`src/rtl/sd_block_reader_pkg.sv`:
```
// Shared constants for the SD single-block (CMD17) reader: state codes,
// SPI protocol bytes and error codes.
package sd_block_reader_pkg;

  localparam logic [3:0] ST_INIT      = 4'd0;
  localparam logic [3:0] ST_WAIT_INIT = 4'd1;
  localparam logic [3:0] ST_READY     = 4'd2;
  localparam logic [3:0] ST_CMD       = 4'd3;
  localparam logic [3:0] ST_R1        = 4'd4;
  localparam logic [3:0] ST_TOKEN     = 4'd5;
  localparam logic [3:0] ST_DATA      = 4'd6;
  localparam logic [3:0] ST_CRC       = 4'd7;
  localparam logic [3:0] ST_FINISH    = 4'd8;
  localparam logic [3:0] ST_ERROR     = 4'd9;

  localparam logic [7:0] CMD17      = 8'h51;
  localparam logic [7:0] DATA_TOKEN = 8'hFE;
  localparam logic [7:0] IDLE_BYTE  = 8'hFF;

  localparam logic [1:0] ERR_NONE       = 2'd0;
  localparam logic [1:0] ERR_R1_TIMEOUT = 2'd1;
  localparam logic [1:0] ERR_R1_BAD     = 2'd2;
  localparam logic [1:0] ERR_TOKEN      = 2'd3;

  // CMD17 frame: opcode, 4 address bytes MSB first, dummy CRC byte.
  function automatic logic [7:0] cmd_byte(input logic [2:0] idx, input logic [31:0] addr);
    case (idx)
      3'd0:    return CMD17;
      3'd1:    return addr[31:24];
      3'd2:    return addr[23:16];
      3'd3:    return addr[15:8];
      3'd4:    return addr[7:0];
      default: return IDLE_BYTE;
    endcase
  endfunction

endpackage

```
`src/rtl/sd_block_reader_spi_byte.sv`:
```
// SPI mode-0 byte shifter: MOSI changes on SCLK fall, MISO sampled on SCLK rise,
// MSB first, each SCLK half-period lasting CLK_DIV clk cycles.
module sd_spi_byte #(
  parameter int CLK_DIV = 4
) (
  input  logic       clk,
  input  logic       reset_n,
  input  logic       start_i,
  input  logic [7:0] byte_in_i,
  input  logic       miso_i,
  output logic [7:0] byte_out_o,
  output logic       busy_o,
  output logic       done_o,
  output logic       sclk_o,
  output logic       mosi_o
);
  localparam int DW = (CLK_DIV > 1) ? $clog2(CLK_DIV) : 1;

  logic [DW-1:0] div_q;
  logic [3:0]    half_q;
  logic [7:0]    tx_q, rx_q;
  logic          busy_q, done_q, sclk_q;

  always_ff @(posedge clk) begin
    if (!reset_n) begin
      div_q  <= '0;
      half_q <= '0;
      tx_q   <= 8'hFF;
      rx_q   <= '0;
      busy_q <= 1'b0;
      done_q <= 1'b0;
      sclk_q <= 1'b0;
    end else begin
      done_q <= 1'b0;
      if (!busy_q) begin
        if (start_i) begin
          busy_q <= 1'b1;
          tx_q   <= byte_in_i;
          div_q  <= '0;
          half_q <= '0;
        end
      end else if (div_q == DW'(CLK_DIV - 1)) begin
        div_q  <= '0;
        half_q <= half_q + 4'd1;
        if (!half_q[0]) begin
          sclk_q <= 1'b1;
          rx_q   <= {rx_q[6:0], miso_i};
        end else begin
          sclk_q <= 1'b0;
          tx_q   <= {tx_q[6:0], 1'b1};
          if (half_q == 4'd15) begin
            busy_q <= 1'b0;
            done_q <= 1'b1;
          end
        end
      end else begin
        div_q <= div_q + DW'(1);
      end
    end
  end

  assign byte_out_o = rx_q;
  assign busy_o     = busy_q;
  assign done_o     = done_q;
  assign sclk_o     = sclk_q;
  assign mosi_o     = busy_q ? tx_q[7] : 1'b1;

endmodule

```
`src/rtl/sd_block_reader.sv`:
```
// SD card single-block reader: hands the SPI pins to an external initializer,
// then serves CMD17 reads and streams the 512 payload bytes out.
module sd_block_reader
  import sd_block_reader_pkg::*;
#(
  parameter int CLK_DIV    = 4,
  parameter int R1_POLL    = 8,
  parameter int TOKEN_POLL = 4096
) (
  input  logic        clk,
  input  logic        reset_n,
  output logic        init_start,
  input  logic        init_done,
  input  logic        init_sclk,
  input  logic        init_di,
  input  logic        init_cs,
  output logic        SCLK,
  output logic        DI,
  output logic        CS,
  input  logic        DO,
  input  logic        rd_req,
  input  logic [31:0] rd_addr,
  output logic        ready,
  output logic        data_valid,
  output logic [7:0]  data_out,
  output logic [8:0]  byte_idx,
  output logic        done,
  output logic        err,
  output logic [1:0]  err_code,
  output logic [15:0] debug
);
  logic [3:0]  state_q, state_d;
  logic [12:0] cnt_q, cnt_d;
  logic [31:0] addr_q, addr_d;
  logic        init_start_q, init_start_d, sel_q, sel_d;
  logic        dv_q, dv_d, done_q, done_d, err_q, err_d;
  logic [7:0]  dout_q, dout_d;
  logic [8:0]  idx_q, idx_d;
  logic [1:0]  errc_q, errc_d;

  logic       xfer, cs_ctl, spi_start, spi_busy, spi_done, spi_sclk, spi_mosi;
  logic [7:0] tx_byte, rx;

  assign xfer      = state_q inside {ST_CMD, ST_R1, ST_TOKEN, ST_DATA, ST_CRC, ST_FINISH, ST_ERROR};
  assign cs_ctl    = !(state_q inside {ST_CMD, ST_R1, ST_TOKEN, ST_DATA, ST_CRC});
  // Launch the next byte once the previous completion has been consumed.
  assign spi_start = xfer && !spi_busy && !spi_done;
  assign tx_byte   = (state_q == ST_CMD) ? cmd_byte(cnt_q[2:0], addr_q) : IDLE_BYTE;

  sd_spi_byte #(.CLK_DIV(CLK_DIV)) u_spi (
    .clk        (clk),
    .reset_n    (reset_n),
    .start_i    (spi_start),
    .byte_in_i  (tx_byte),
    .miso_i     (DO),
    .byte_out_o (rx),
    .busy_o     (spi_busy),
    .done_o     (spi_done),
    .sclk_o     (spi_sclk),
    .mosi_o     (spi_mosi)
  );

  always_comb begin
    state_d      = state_q;
    cnt_d        = cnt_q;
    addr_d       = addr_q;
    init_start_d = init_start_q;
    sel_d        = sel_q;
    dv_d         = 1'b0;
    dout_d       = dout_q;
    idx_d        = idx_q;
    done_d       = 1'b0;
    err_d        = err_q;
    errc_d       = errc_q;
    case (state_q)
      ST_INIT: begin
        init_start_d = 1'b1;
        sel_d        = 1'b1;
        state_d      = ST_WAIT_INIT;
      end
      ST_WAIT_INIT: if (init_done) begin
        init_start_d = 1'b0;
        sel_d        = 1'b0;
        state_d      = ST_READY;
      end
      ST_READY: if (rd_req) begin
        addr_d  = rd_addr;
        err_d   = 1'b0;
        errc_d  = ERR_NONE;
        cnt_d   = '0;
        state_d = ST_CMD;
      end
      ST_CMD: if (spi_done) begin
        if (cnt_q == 13'd5) begin cnt_d = '0; state_d = ST_R1; end
        else cnt_d = cnt_q + 13'd1;
      end
      ST_R1: if (spi_done) begin
        if (!rx[7]) begin
          cnt_d = '0;
          if (rx == 8'h00) state_d = ST_TOKEN;
          else begin state_d = ST_ERROR; err_d = 1'b1; errc_d = ERR_R1_BAD; end
        end else if (cnt_q == 13'(R1_POLL - 1)) begin
          cnt_d = '0; state_d = ST_ERROR; err_d = 1'b1; errc_d = ERR_R1_TIMEOUT;
        end else cnt_d = cnt_q + 13'd1;
      end
      ST_TOKEN: if (spi_done) begin
        if (rx == DATA_TOKEN) begin cnt_d = '0; state_d = ST_DATA; end
        else if (rx != IDLE_BYTE || cnt_q == 13'(TOKEN_POLL - 1)) begin
          cnt_d = '0; state_d = ST_ERROR; err_d = 1'b1; errc_d = ERR_TOKEN;
        end else cnt_d = cnt_q + 13'd1;
      end
      ST_DATA: if (spi_done) begin
        dv_d   = 1'b1;
        dout_d = rx;
        idx_d  = cnt_q[8:0];
        if (cnt_q == 13'd511) begin cnt_d = '0; state_d = ST_CRC; end
        else cnt_d = cnt_q + 13'd1;
      end
      ST_CRC: if (spi_done) begin
        if (cnt_q == 13'd1) begin cnt_d = '0; state_d = ST_FINISH; end
        else cnt_d = cnt_q + 13'd1;
      end
      ST_FINISH: if (spi_done) begin done_d = 1'b1; state_d = ST_READY; end
      ST_ERROR:  if (spi_done) state_d = ST_READY;
      default:   state_d = ST_INIT;
    endcase
  end

  always_ff @(posedge clk) begin
    if (!reset_n) begin
      state_q      <= ST_INIT;
      cnt_q        <= '0;
      addr_q       <= '0;
      init_start_q <= 1'b0;
      sel_q        <= 1'b0;
      dv_q         <= 1'b0;
      dout_q       <= '0;
      idx_q        <= '0;
      done_q       <= 1'b0;
      err_q        <= 1'b0;
      errc_q       <= ERR_NONE;
    end else begin
      state_q      <= state_d;
      cnt_q        <= cnt_d;
      addr_q       <= addr_d;
      init_start_q <= init_start_d;
      sel_q        <= sel_d;
      dv_q         <= dv_d;
      dout_q       <= dout_d;
      idx_q        <= idx_d;
      done_q       <= done_d;
      err_q        <= err_d;
      errc_q       <= errc_d;
    end
  end

  // The initializer owns the card pins only while it is running.
  assign SCLK       = sel_q ? init_sclk : spi_sclk;
  assign DI         = sel_q ? init_di   : spi_mosi;
  assign CS         = sel_q ? init_cs   : cs_ctl;
  assign init_start = init_start_q;
  assign ready      = (state_q == ST_READY);
  assign data_valid = dv_q;
  assign data_out   = dout_q;
  assign byte_idx   = idx_q;
  assign done       = done_q;
  assign err        = err_q;
  assign err_code   = errc_q;
  assign debug      = {state_q, cnt_q[11:0]};

endmodule

```
`config.mk`:
```
export PLATFORM = sky130hd
export DESIGN_NAME = sd_block_reader
export DESIGN_NICKNAME = d
export VERILOG_FILES = /design/src/rtl/sd_block_reader_pkg.sv /design/src/rtl/sd_block_reader_spi_byte.sv /design/src/rtl/sd_block_reader.sv
export SDC_FILE = /design/constraint.sdc
export NUM_CORES = 1
export LEC_CHECK = 0
export CELL_PAD_IN_SITES_DETAIL_PLACEMENT = 2
export CELL_PAD_IN_SITES_GLOBAL_PLACEMENT = 2
export CORE_MARGIN = 10
export CORE_UTILIZATION = 29
export CTS_BUF_LIST = sky130_fd_sc_hd__clkbuf_2
export DETAILED_ROUTE_END_ITERATION = 10
export GPL_TIMING_DRIVEN = 0
export HOLD_SLACK_MARGIN = 0.03
export PLACE_DENSITY = 0.78
export SETUP_SLACK_MARGIN = 0.3
export SYNTH_ARGS = -nofsm -noshare
export SYNTH_HDL_FRONTEND = slang
export SYNTH_SLANG_ARGS = --single-unit
```
`constraint.sdc`:
```
create_clock -name clk -period 2.2 [get_ports clk]
set_input_delay 0.33 -clock clk [delete_from_list [all_inputs] [get_ports clk]]
set_output_delay 0.33 -clock clk [all_outputs]
set_load 0.05 [all_outputs]
```
**Yosys cells after proc, flatten, opt, wreduce, memory -nomap -nowiden**

Cells that the tools add are included.

- $add $sub $neg: 3
- Eq/ne operators: 40
- Mux-type cells: 75
- Bitwise gates (word level): 1
- Reduce and logical (&&, ||, !) cells: 29

Operators by type and width:

| kind | number |
|---|---|
| $mux 13 | 13 |
| $pmux 13 s6 | 1 |
| $mux 4 | 19 |
| $mux 8 | 5 |
| $pmux 8 s5 | 1 |
| $pmux 4 s9 | 1 |
| $eq 13x3->1 const B | 2 |
| $mux 2 | 11 |
| $ne 2x1->1 const B | 11 |
| $mux 1 | 21 |
| $eq 4x3->1 const B | 4 |
| $reduce_and 2->1 | 7 |
| $add 13x1->13 const B | 1 |
| $eq 13x1->1 const B | 1 |
| $eq 13x12->1 const B | 1 |
| $eq 13x9->1 const B | 1 |
| $reduce_and 13->1 | 1 |
| $eq 4x4->1 const B | 3 |
| $eq 4x2->1 const B | 2 |
| $eq 8x8->1 const B | 1 |
| $logic_not 8->1 | 1 |
| $ne 2x2->1 const B | 4 |
| $ne 8x8->1 const B | 1 |
| $reduce_and 8->1 | 1 |
| other kinds (28) | 34 |

- Register bits: 97
- Input bits: 40
- Output and inout bits: 43
- Logic and storage cells: 165

**Longest topological paths before layout**

Gate-level depths: netlist of run 1.

- Word-level depth: 6
- Gate-level depth with buffers: 10
- Depth with buffers taken out: 7

**By module**

Synthesis of run 1 repeated with hierarchy kept, for this count alone.

- Cells, all modules: 560
- Area, all modules: 4638.2 µm²

By module, submodules not included:

| module | times used | cells each | area an instance (µm²) | sequential area each (µm²) |
|---|---|---|---|---|
| sd_block_reader | 1 | 443 | 3490.8 | 1441.4 |
| sd_spi_byte | 1 | 117 | 1147.4 | 500.5 |

**Worst setup path after synthesis of run 1**

No wires, ideal clock.

- Path kind: reg2out
- Start point: register state_q[1]
- End point: output port ready
- Arrival: 2.285 ns
- Required time: 1.870 ns
- Path slack: -0.415 ns
- Stages on the path, launching flop included: 5
- Path buffers: 2
- Cells stage by stage: dfxtp_1 > buf_2 > clkbuf_1 > nand2b_1 > nor3_1

- Longest elaborated chain between the ends: 1

Ends and longest elaborated chain:

| what | line | RTL |
|---|---|---|
| from (decl) | sd_block_reader.sv:32 | `logic [3:0] state_q, state_d;` |
| from (signal assigned) | sd_block_reader.sv:143 | `state_q <= state_d;` |
| $eq 4x2->1 | sd_block_reader.sv:162 | `assign ready = (state_q == ST_READY);` |
| to (decl) | sd_block_reader.sv:23 | `output logic ready,` |

Every way passes these cells.

**Worst setup path after layout of run 1**

- Start point: register u_spi.rx_q[7] (netlist: u_spi.byte_out_o[7])
- End point: register cnt_q[11]

- Longest elaborated chain between the ends: 6
- Elaborated cells on any way between the ends: 9
- Those cells by class: 2 x eq/ne; 6 x mux; 1 x reduce/logical

Ends and longest elaborated chain:

| what | line | RTL |
|---|---|---|
| from (decl) | sd_block_reader_spi_byte.sv:21 | `logic [7:0] tx_q, rx_q;` |
| from (signal assigned) | sd_block_reader_spi_byte.sv:47 | `rx_q <= {rx_q[6:0], miso_i};` |
| $ne 8x8->1 | sd_block_reader.sv:108 | `else if (rx != IDLE_BYTE \|\| cnt_q == 13'(TOKEN_POLL - 1)) begin` |
| $logic_or 1x1->1 | sd_block_reader.sv:108 |  |
| $mux 13 | sd_block_reader.sv:108 |  |
| $mux 13 | sd_block_reader.sv:107 | `if (rx == DATA_TOKEN) begin cnt_d = '0; state_d = ST_DATA; end` |
| $mux 13 | sd_block_reader.sv:106 | `ST_TOKEN: if (spi_done) begin` |
| $pmux 13 s6 * | sd_block_reader.sv:75 | `case (state_q)` |
| to (signal assigned) | sd_block_reader.sv:144 | `cnt_q <= cnt_d;` |
| to (decl) | sd_block_reader.sv:33 | `logic [12:0] cnt_q, cnt_d;` |

Mark *: on every way between the ends. The rest lies on a longest branch, timed or not. The select of a mux whose other input is x is not followed.
A chain may end at the register's enable or synchronous reset.

==> results of run 1 <==
-- final timing paths --
| kind | start | to | slack [ps] | cells after the start |
|---|---|---|---|---|
| worst max-delay path | u_spi.byte_out_o[7] | cnt_q[11] | -250 | 9 |
| worst min-delay path | DO | u_spi.byte_out_o[0] | 220 | 3 |
| worst max register to register | u_spi.byte_out_o[7] | cnt_q[11] | -250 | 9 |
| worst min register to register | u_spi.sclk_o | u_spi.sclk_o | 490 | 2 |
-- report_power, final --
| part | total (mW) | switching [mW] | internal (mW) |
|---|---|---|---|
| logic | 2.29 | 1.22 | 1.07 |
| registers | 2.10 | 0.154 | 1.95 |
| clock network | 0.936 | 0.676 | 0.259 |
-- placed cells by master (no fill, tap or decap), drive strengths merged, types with 3 or more instances in the layout --
cell           synthesis  routed
and3                  10      10
nor2b                  5       5
inv                    6       8
nor3                  10      10
clkinv                 1       3
and4                   3       3
o31ai                  7       7
a211o                  3       3
nor3b                  5       5
nand2                 47      47
o21ai                 16      16
dfxtp                 97      97
clkdlybuf4s15          0      24
ha                     7       7
mux2i                 48      48
nor2                  72      72
a22oi                 10      10
or2                    3       3
clkbuf                27      38
a21oi                 26      26
and2                   6       6
nand3                 21      21
buf                   28      92
o211ai                 9       9
or3                    3       3
nand2b                 5       5
a222oi                 8       8
nand4                  9       9
nor4                   6       6
clkdlybuf4s50          0      39
o22ai                  8       8
-- synth_stat cells (all sizes together), types with 2 or more instances --
cell type	number	area [um^2]
a211o	3	26.3
a21oi	26	130
a222oi	8	80.1
a22oi	10	75.1
a311oi	2	17.5
and2	6	37.5
and3	10	62.6
and4	3	26.3
buf	28	170
clkbuf	27	101
dfxtp	97	1940
ha	7	87.6
inv	6	22.5
mux2	2	22.5
mux2i	48	480
nand2	47	176
nand2b	5	31.3
nand3	21	105
nand4	9	56.3
nor2	72	270
nor2b	5	31.3
nor3	10	50.1
nor3b	5	37.5
nor4	6	37.5
nor4bb	2	20.0
o211ai	9	67.6
o21ai	16	80.1
o221a	2	22.5
o22ai	8	50.1
o31ai	7	52.6
o41ai	2	25.0
or2	3	21.3
or3	3	18.8
or4	2	15.0
xnor2	2	17.5
-- through the flow --
step	hold slack [ps]	cells
after floorplan	434	529
after global placement	449	822
after detailed placement	463	822
after CTS	149	859
after global routing	211	888
final	220	888
-- cell families after synthesis --
kind of cell / after synthesis
fa+ha+maj: 7
compound gates: 100
xor+xnor: 3
mux: 50
buf+inv: 62
simple gates: 210
flops: 97
-- per-layer routing --
layer	share of wire, %	routed length [um]	vias to the layer above	GRT usage [%]
met5	0	0	-	0
met4	2.4	486	0	4.70
met3	4.8	970	38	3.88
met2	53	10500	148	28.3
met1	40	8050	2388	18.2
li1	-	-	2167	-
-- layout make-up --
type	count	area, um^2	area share, %
sequential	97	1980	28.8
clock inverter	7	67.6	0.980
clock buffer	9	45.0	0.654
inverter	7	28.8	0.418
timing repair buffer	131	1310	18.9
antenna	1	2.50	0.0363
multi-input combinational	370	2690	39.0
buffer	55	509	7.39
tap	211	264	3.83
-- sequential cells by signal, summed over array words and instances (netlist names) --
register / flops
addr_q: 32
byte_idx: 9
cnt_q: 13
data_out: 8
data_valid: 1
done: 1
err: 1
err_code: 2
sel_q: 1
state_q: 4
u_spi.busy_o: 1
u_spi.byte_out_o: 8
u_spi.div_q: 2
u_spi.done_o: 1
u_spi.half_q: 4
u_spi.sclk_o: 1
u_spi.tx_q: 8
-- worst max-delay path: stages, from the launching register on --
cell                       delay [ps]
sky130_fd_sc_hd__dfxtp_1          530
sky130_fd_sc_hd__nor2b_1          250
sky130_fd_sc_hd__a22oi_1          120
sky130_fd_sc_hd__a311oi_1         340
sky130_fd_sc_hd__or4_4            200
sky130_fd_sc_hd__buf_8            120
sky130_fd_sc_hd__buf_4            110
sky130_fd_sc_hd__nand3_2          120
sky130_fd_sc_hd__buf_6            180
sky130_fd_sc_hd__o41ai_1          400
-- what timing repair did --
item	4_1_cts	5_1_grt
setup endpoints to repair	120	75
gates cloned	2	5
pin swaps	21	30
gates resized for setup	258	88
setup buffers	19	23
==> impl_results.html, run 1 <==
<table>
<tr><th>Metric</th><th>Value</th></tr>
<tr><th colspan="2">Floorplanning</th></tr>
<tr><td>Die outline height</td><td>145 um</td></tr>
<tr><td>Horiz. Die Dim</td><td>145 um</td></tr>
<tr><td>Area inside the core boundary</td><td>15300 um^2</td></tr>
<tr><td>IO Count</td><td>83</td></tr>
<tr><td>Standard-cell rows</td><td>45</td></tr>
<tr><td>Starting density of the core</td><td>29.7%</td></tr>
<tr><td>DIE AREA</td><td>21100 um^2</td></tr>
<tr><th colspan="2">Clock network</th></tr>
<tr><td>Number of clock sinks</td><td>97</td></tr>
<tr><td>Master cell of the clock root buffer</td><td>sky130_fd_sc_hd__clkbuf_2</td></tr>
<tr><td>Number of buffers inserted by hold repair at cts</td><td>0</td></tr>
<tr><td>Num CTS Buffers</td><td>9</td></tr>
<tr><td>Max H-tree Level</td><td>3</td></tr>
<tr><td>CTS tree</td><td>yes</td></tr>
<tr><td>Clock-pin slew reported for the worst setup and hold paths after clock tree synthesis</td><td>290 ps</td></tr>
<tr><td>Worst-Skew Late Latency</td><td>660 ps</td></tr>
<tr><td>Deepest clock path buffer count</td><td>2</td></tr>
<tr><th colspan="2">Routing</th></tr>
<tr><td>Antenna Violating Nets Remaining</td><td>0</td></tr>
<tr><td>Length of the first detailed-routing pass in iterations</td><td>5</td></tr>
<tr><td>Routed length per instance</td><td>22.6 um</td></tr>
<tr><td># DRC</td><td>0</td></tr>
<tr><td>Routed via count</td><td>4741</td></tr>
<tr><td>Initial DRC count</td><td>350</td></tr>
<tr><td>Ratio of routed vias to standard cells</td><td>5.34</td></tr>
<tr><td>Final Routed Wirelength</td><td>20000 um</td></tr>
<tr><th colspan="2">Place</th></tr>
<tr><td>Placed cell areas</td><td>5740 um^2</td></tr>
<tr><td>I/O Buffers</td><td>82</td></tr>
<tr><td>Global placer's final weighted congestion</td><td>0.806</td></tr>
<tr><td>HPWL after DPL</td><td>12200 um</td></tr>
<tr><td>Setup Slack @ Placement</td><td>-926 ps</td></tr>
<tr><th colspan="2">Synth</th></tr>
<tr><td>Main combinational cell family by area after synthesis</td><td>simple AND/OR/NAND/NOR gates</td></tr>
<tr><td>Fraction of synthesized cell area in xor and xnor cells</td><td>0.578%</td></tr>
<tr><td>Post-synth ARST share</td><td>0%</td></tr>
<tr><td>Adder-cell share of the synthesized area</td><td>1.93%</td></tr>
<tr><td>Synthesis warning total</td><td>0</td></tr>
<tr><td>Number of enable-type register cells in the synthesized netlist</td><td>0</td></tr>
<tr><td>Multiplexer fraction of the synthesized cell area</td><td>11.1%</td></tr>
<tr><td>Post-Synthesis Mean Instance Area</td><td>8.60 um^2</td></tr>
<tr><td>Number of storage elements in the synthesis netlist</td><td>97</td></tr>
<tr><td>Cell variety after synth</td><td>49</td></tr>
<tr><td>Compound-Gate Fraction of Synth Area</td><td>15.1%</td></tr>
<tr><td>Sequential cell area fraction in the yosys report</td><td>42.7%</td></tr>
<tr><td>Instance count of the mapped netlist</td><td>529</td></tr>
<tr><td>Post-Synth Simple-Gate Area</td><td>22.1%</td></tr>
<tr><td>Syn_nets</td><td>576</td></tr>
<tr><td>Synthesized cell area</td><td>4550 um^2</td></tr>
<tr><td>Most used flip-flop cell after synthesis</td><td>sky130_fd_sc_hd__dfxtp_1</td></tr>
<tr><th colspan="2">Pwr</th></tr>
<tr><td>Power density normalized to cell area</td><td>773 nW/um^2</td></tr>
<tr><td>Worst IR Drop VDD</td><td>0.331 mV</td></tr>
<tr><td>Cell leakage power</td><td>2.65 nW</td></tr>
<tr><td>Total power after layout</td><td>5.33 mW</td></tr>
<tr><th colspan="2">Global routing</th></tr>
<tr><td>Maximum number of pins on one net before global-route repair</td><td>17</td></tr>
<tr><td>GRT overflow</td><td>0</td></tr>
<tr><td>Number of antenna violations at the first check in global routing</td><td>1</td></tr>
<tr><td>Via count of the first global-routing pass</td><td>5007</td></tr>
<tr><td>Total routing usage reported by global routing</td><td>15.8%</td></tr>
<tr><td>Wire length of the first global-routing pass</td><td>27600 um</td></tr>
<tr><th colspan="2">Timing</th></tr>
<tr><td>Final hold vios</td><td>0</td></tr>
<tr><td>Final clock period utilization by the worst path</td><td>111%</td></tr>
<tr><td>Worst slew margin</td><td>52.3%</td></tr>
<tr><td>Time the worst path needs with I/O delays and setup</td><td>2450 ps</td></tr>
<tr><td>TNS Setup</td><td>-2980 ps</td></tr>
<tr><td>Max frequency</td><td>0.408 GHz</td></tr>
<tr><td>Number of max-slew violations in the final report</td><td>0</td></tr>
<tr><td>Transition time of the tightest slew-check pin</td><td>715 ps</td></tr>
<tr><td>Max Clock Skew</td><td>29.8 ps</td></tr>
<tr><td>Worst Setup Slack, final</td><td>-253 ps</td></tr>
<tr><td>Setup repair after global routing missed its margin</td><td>yes</td></tr>
<tr><td>Final setup violation count</td><td>20</td></tr>
<tr><th colspan="2">Status</th></tr>
<tr><td>Status</td><td>complete, but fails checks</td></tr>
<tr><td>Violated checks</td><td>setup timing</td></tr>
<tr><th colspan="2">Critical path</th></tr>
<tr><td>Kind of end point of the critical path</td><td>flip-flop</td></tr>
<tr><td>Launching element type of the critical path</td><td>flip-flop</td></tr>
<tr><td>Maximum fanout encountered on the critical timing path</td><td>7</td></tr>
<tr><td>Worst path arrival time</td><td>3010 ps</td></tr>
<tr><td>Path type of the worst setup path</td><td>reg2reg</td></tr>
<tr><td>Data required, critical path</td><td>2760 ps</td></tr>
<tr><th colspan="2">Worst hold path</th></tr>
<tr><td>Path type of the worst min-delay path</td><td>in2reg</td></tr>
<tr><th colspan="2">Final layout</th></tr>
<tr><td>Number of fillers in the final layout</td><td>1658</td></tr>
<tr><td>Final design area excluding fillers</td><td>6890 um^2</td></tr>
<tr><td>Net count reported at finish</td><td>718</td></tr>
<tr><td>Area delta synth-&gt;final</td><td>51.5%</td></tr>
<tr><td>Fraction of final layout cells sized beyond drive strength 1</td><td>33.3%</td></tr>
<tr><td>Final core utilization</td><td>45.0%</td></tr>
<tr><th colspan="2">Run</th></tr>
<tr><td>Max-cap violations</td><td>0</td></tr>
</table>
No activity file was read; power rests on OpenSTA's default activity.
==> inputs of run 2 (changes only) <==
==> constraint.sdc (replaced) <==
create_clock -name clk -period 2.2 [get_ports clk]
set_input_delay 0.33 -clock clk [delete_from_list [all_inputs] [get_ports clk]]
set_output_delay 0.33 -clock clk [all_outputs]
set_load 0.005 [all_outputs]
==> run 2 against run 1 <==
  * The run still ends with setup timing left
  * Clock-buffer cell count rose by 4
  * Utilization grew 1.7 points
  * Clock skew down 1.3 ps
  * Total power is 0.49% higher
  * Clock power up 3.7%
  * Via count up 1.6%
  * Critical path type unchanged
==> impl_results.html, run 2 (synthesis results as in run 1) <==
<table>
<tr><th>Metric</th><th>Value</th></tr>
<tr><th colspan="2">Status</th></tr>
<tr><td>Status</td><td>complete, but fails checks</td></tr>
<tr><td>Violated checks</td><td>setup timing</td></tr>
<tr><th colspan="2">Global routing</th></tr>
<tr><td>Number of antenna violations at the first check in global routing</td><td>1</td></tr>
<tr><td>Maximum number of pins on one net before global-route repair</td><td>15</td></tr>
<tr><td>GRT overflow</td><td>0</td></tr>
<tr><td>Total routing usage reported by global routing</td><td>17.8%</td></tr>
<tr><td>Via count of the first global-routing pass</td><td>5214</td></tr>
<tr><td>Wire length of the first global-routing pass</td><td>30200 um</td></tr>
<tr><th colspan="2">Clock network</th></tr>
<tr><td>Clock-pin slew reported for the worst setup and hold paths after clock tree synthesis</td><td>290 ps</td></tr>
<tr><td>Num CTS Buffers</td><td>9</td></tr>
<tr><td>Worst-Skew Late Latency</td><td>670 ps</td></tr>
<tr><td>CTS tree</td><td>yes</td></tr>
<tr><td>Deepest clock path buffer count</td><td>2</td></tr>
<tr><td>Number of buffers inserted by hold repair at cts</td><td>0</td></tr>
<tr><td>Master cell of the clock root buffer</td><td>sky130_fd_sc_hd__clkbuf_2</td></tr>
<tr><td>Number of clock sinks</td><td>97</td></tr>
<tr><td>Max H-tree Level</td><td>3</td></tr>
<tr><th colspan="2">Critical path</th></tr>
<tr><td>Path type of the worst setup path</td><td>reg2reg</td></tr>
<tr><td>Timing startpoint of the critical path</td><td>cnt_q[1]</td></tr>
<tr><td>Endpoint of the worst register-to-register path</td><td>state_q[3]</td></tr>
<tr><td>Launching element type of the critical path</td><td>flip-flop</td></tr>
<tr><td>Worst reg2reg path startpoint</td><td>cnt_q[1]</td></tr>
<tr><td>Data required, critical path</td><td>2810 ps</td></tr>
<tr><td>Endpoint of the worst setup timing path</td><td>state_q[3]</td></tr>
<tr><td>Worst path arrival time</td><td>3160 ps</td></tr>
<tr><td>R2R Setup Slk</td><td>-350 ps</td></tr>
<tr><td>Depth of the most critical reg-to-reg path</td><td>10</td></tr>
<tr><td>Kind of end point of the critical path</td><td>flip-flop</td></tr>
<tr><td>Maximum fanout encountered on the critical timing path</td><td>7</td></tr>
<tr><th colspan="2">Pwr</th></tr>
<tr><td>Share of power burned in the clock network</td><td>18.1%</td></tr>
<tr><td>Power density normalized to cell area</td><td>748 nW/um^2</td></tr>
<tr><td>Combinational share of power</td><td>42.8%</td></tr>
<tr><td>Worst IR Drop VDD</td><td>0.316 mV</td></tr>
<tr><td>Power share of the sequential group</td><td>39.1%</td></tr>
<tr><td>Cell leakage power</td><td>3.17 nW</td></tr>
<tr><td>Switching power as a share of total power</td><td>36.5%</td></tr>
<tr><td>Internal Pwr Total</td><td>3.40 mW</td></tr>
<tr><td>Switching power of the nets</td><td>1.96 mW</td></tr>
<tr><th colspan="2">Place</th></tr>
<tr><td>Global placer's final weighted congestion</td><td>0.804</td></tr>
<tr><td>Placed cell areas</td><td>5740 um^2</td></tr>
<tr><td>I/O Buffers</td><td>82</td></tr>
<tr><td>HPWL after DPL</td><td>12300 um</td></tr>
<tr><th colspan="2">Final layout</th></tr>
<tr><td>Multi-input logic area</td><td>2780 um^2</td></tr>
<tr><td>Register name with the most flops</td><td>addr_q</td></tr>
<tr><td>Final design area excluding fillers</td><td>7160 um^2</td></tr>
<tr><td>Flip-flop count of the largest register after layout</td><td>32</td></tr>
<tr><td>Area used by sequential logic in the layout</td><td>2010 um^2</td></tr>
<tr><td>Most common cell after layout, fill and taps aside</td><td>sky130_fd_sc_hd__nor2_1</td></tr>
<tr><td>Net count reported at finish</td><td>735</td></tr>
<tr><td>Fraction of final layout cells sized beyond drive strength 1</td><td>36.7%</td></tr>
<tr><td>Highest-count cells in the layout ignoring fill and taps</td><td>66 x sky130_fd_sc_hd__nor2_1, 65 x sky130_fd_sc_hd__buf_4, 58 x sky130_fd_sc_hd__dfxtp_1</td></tr>
<tr><td>Area delta synth-&gt;final</td><td>57.3%</td></tr>
<tr><td>Number of fillers in the final layout</td><td>1632</td></tr>
<tr><th colspan="2">Worst hold path</th></tr>
<tr><td>Path type of the worst min-delay path</td><td>in2reg</td></tr>
<tr><th colspan="2">Timing</th></tr>
<tr><td>Max Clock Skew</td><td>28.5 ps</td></tr>
<tr><td>Final setup violation count</td><td>28</td></tr>
<tr><td>Max frequency</td><td>0.393 GHz</td></tr>
<tr><td>Final clock period utilization by the worst path</td><td>116%</td></tr>
<tr><td>Worst Setup Slack, final</td><td>-345 ps</td></tr>
<tr><td>Transition time of the tightest slew-check pin</td><td>765 ps</td></tr>
<tr><td>Number of max-slew violations in the final report</td><td>0</td></tr>
<tr><td>TNS Setup</td><td>-5600 ps</td></tr>
<tr><td>Time the worst path needs with I/O delays and setup</td><td>2550 ps</td></tr>
<tr><td>Worst slew margin</td><td>49.0%</td></tr>
<tr><td>Setup repair after global routing missed its margin</td><td>yes</td></tr>
<tr><td>Final hold vios</td><td>0</td></tr>
<tr><th colspan="2">Floorplanning</th></tr>
<tr><td>IO Count</td><td>83</td></tr>
<tr><td>Horiz. Die Dim</td><td>145 um</td></tr>
<tr><td>Area inside the core boundary</td><td>15300 um^2</td></tr>
<tr><td>Starting density of the core</td><td>29.7%</td></tr>
<tr><td>Standard-cell rows</td><td>45</td></tr>
<tr><td>Die outline height</td><td>145 um</td></tr>
<tr><td>DIE AREA</td><td>21100 um^2</td></tr>
<tr><th colspan="2">Routing</th></tr>
<tr><td>Ratio of routed vias to standard cells</td><td>5.32</td></tr>
<tr><td>Max layer used</td><td>met4</td></tr>
<tr><td>Met2 routed WL</td><td>11500 um</td></tr>
<tr><td>Length of the first detailed-routing pass in iterations</td><td>4</td></tr>
<tr><td>Antenna Violating Nets Remaining</td><td>0</td></tr>
<tr><td>Routed via count</td><td>4816</td></tr>
<tr><td>Initial DRC count</td><td>318</td></tr>
<tr><td>M1 wire length</td><td>8620 um</td></tr>
<tr><td>Met3 wire length</td><td>810 um</td></tr>
<tr><td>Routed length per instance</td><td>23.9 um</td></tr>
<tr><td># DRC</td><td>0</td></tr>
<tr><td>Final Routed Wirelength</td><td>21700 um</td></tr>
<tr><th colspan="2">Run</th></tr>
<tr><td>Max-cap violations</td><td>0</td></tr>
</table>
-- run 2: power groups by stage --
stage          Clock (mW)  Sequential [mW]  Combinational (mW)
6_report            0.971             2.09                2.29
5_1_grt              1.07             2.11                2.41
4_1_cts             0.937             2.05                1.98
3_5_place_dp            0             2.10                1.30
3_3_place_gp            0             2.09                1.23
2_1_floorplan           0             2.05               0.830
-- run 2: worst min-delay path by stage --
stage / startpoint / cells past startpoint / endpoint
2_1_floorplan: u_spi.sclk_o / 2 / u_spi.sclk_o
3_3_place_gp: u_spi.sclk_o / 2 / u_spi.sclk_o
3_5_place_dp: u_spi.sclk_o / 2 / u_spi.sclk_o
4_1_cts: DO / 3 / u_spi.byte_out_o[0]
5_1_grt: DO / 3 / u_spi.byte_out_o[0]
6_report: DO / 3 / u_spi.byte_out_o[0]
-- run 2: metal layers --
| layer | GRT usage, % | up-vias |
|---|---|---|
| li1 | - | 2199 |
| met1 | 19.4 | 2433 |
| met2 | 33.0 | 137 |
| met3 | 4.04 | 47 |
| met4 | 5.97 | 0 |
| met5 | 0 | - |
-- run 2: critical path, stage by stage, from the launching register on --
cell and delay (ps):
sky130_fd_sc_hd__dfxtp_4 440, sky130_fd_sc_hd__buf_6 110, sky130_fd_sc_hd__ha_4 160, sky130_fd_sc_hd__nand4_1 160
sky130_fd_sc_hd__nor4_4 380, sky130_fd_sc_hd__nor4bb_4 120, sky130_fd_sc_hd__or4_4 430, sky130_fd_sc_hd__buf_6 160
sky130_fd_sc_hd__or2_4 260, sky130_fd_sc_hd__buf_4 150, sky130_fd_sc_hd__o22ai_4 110
-- run 2: final cells by class --
class	count	share of cell area (%)
Tap cell	211	3.69
Inverter	7	0.402
Clock buffer	13	0.909
Antenna cell	1	0.0350
Sequential cell	97	28.1
Multi-Input combinational cell	370	38.8
Clock inverter	3	0.577
Timing Repair Buffer	148	20.8
Buffer	55	6.61
-- run 2: repair_timing --
action,4_1_cts,5_1_grt
resized for setup,168,111
cloned,5,0
pin swaps,23,22
setup buffers,47,14
setup endpoints to repair,104,118
-- run 2: stage by stage --
step / setup WS, ps / hold slack (ps) / power [mW] / util (%) / std cells
after floorplan: 74.3 / 434 / 2.88 / - / 529
after global placement: -782 / 453 / 3.32 / 37.5 / 822
after detailed placement: -766 / 462 / 3.40 / 37.5 / 822
after CTS: -234 / 208 / 4.97 / 44.1 / 890
after global routing: -351 / 155 / 5.59 / 46.7 / 905
final: -345 / 172 / 5.36 / 46.7 / 905
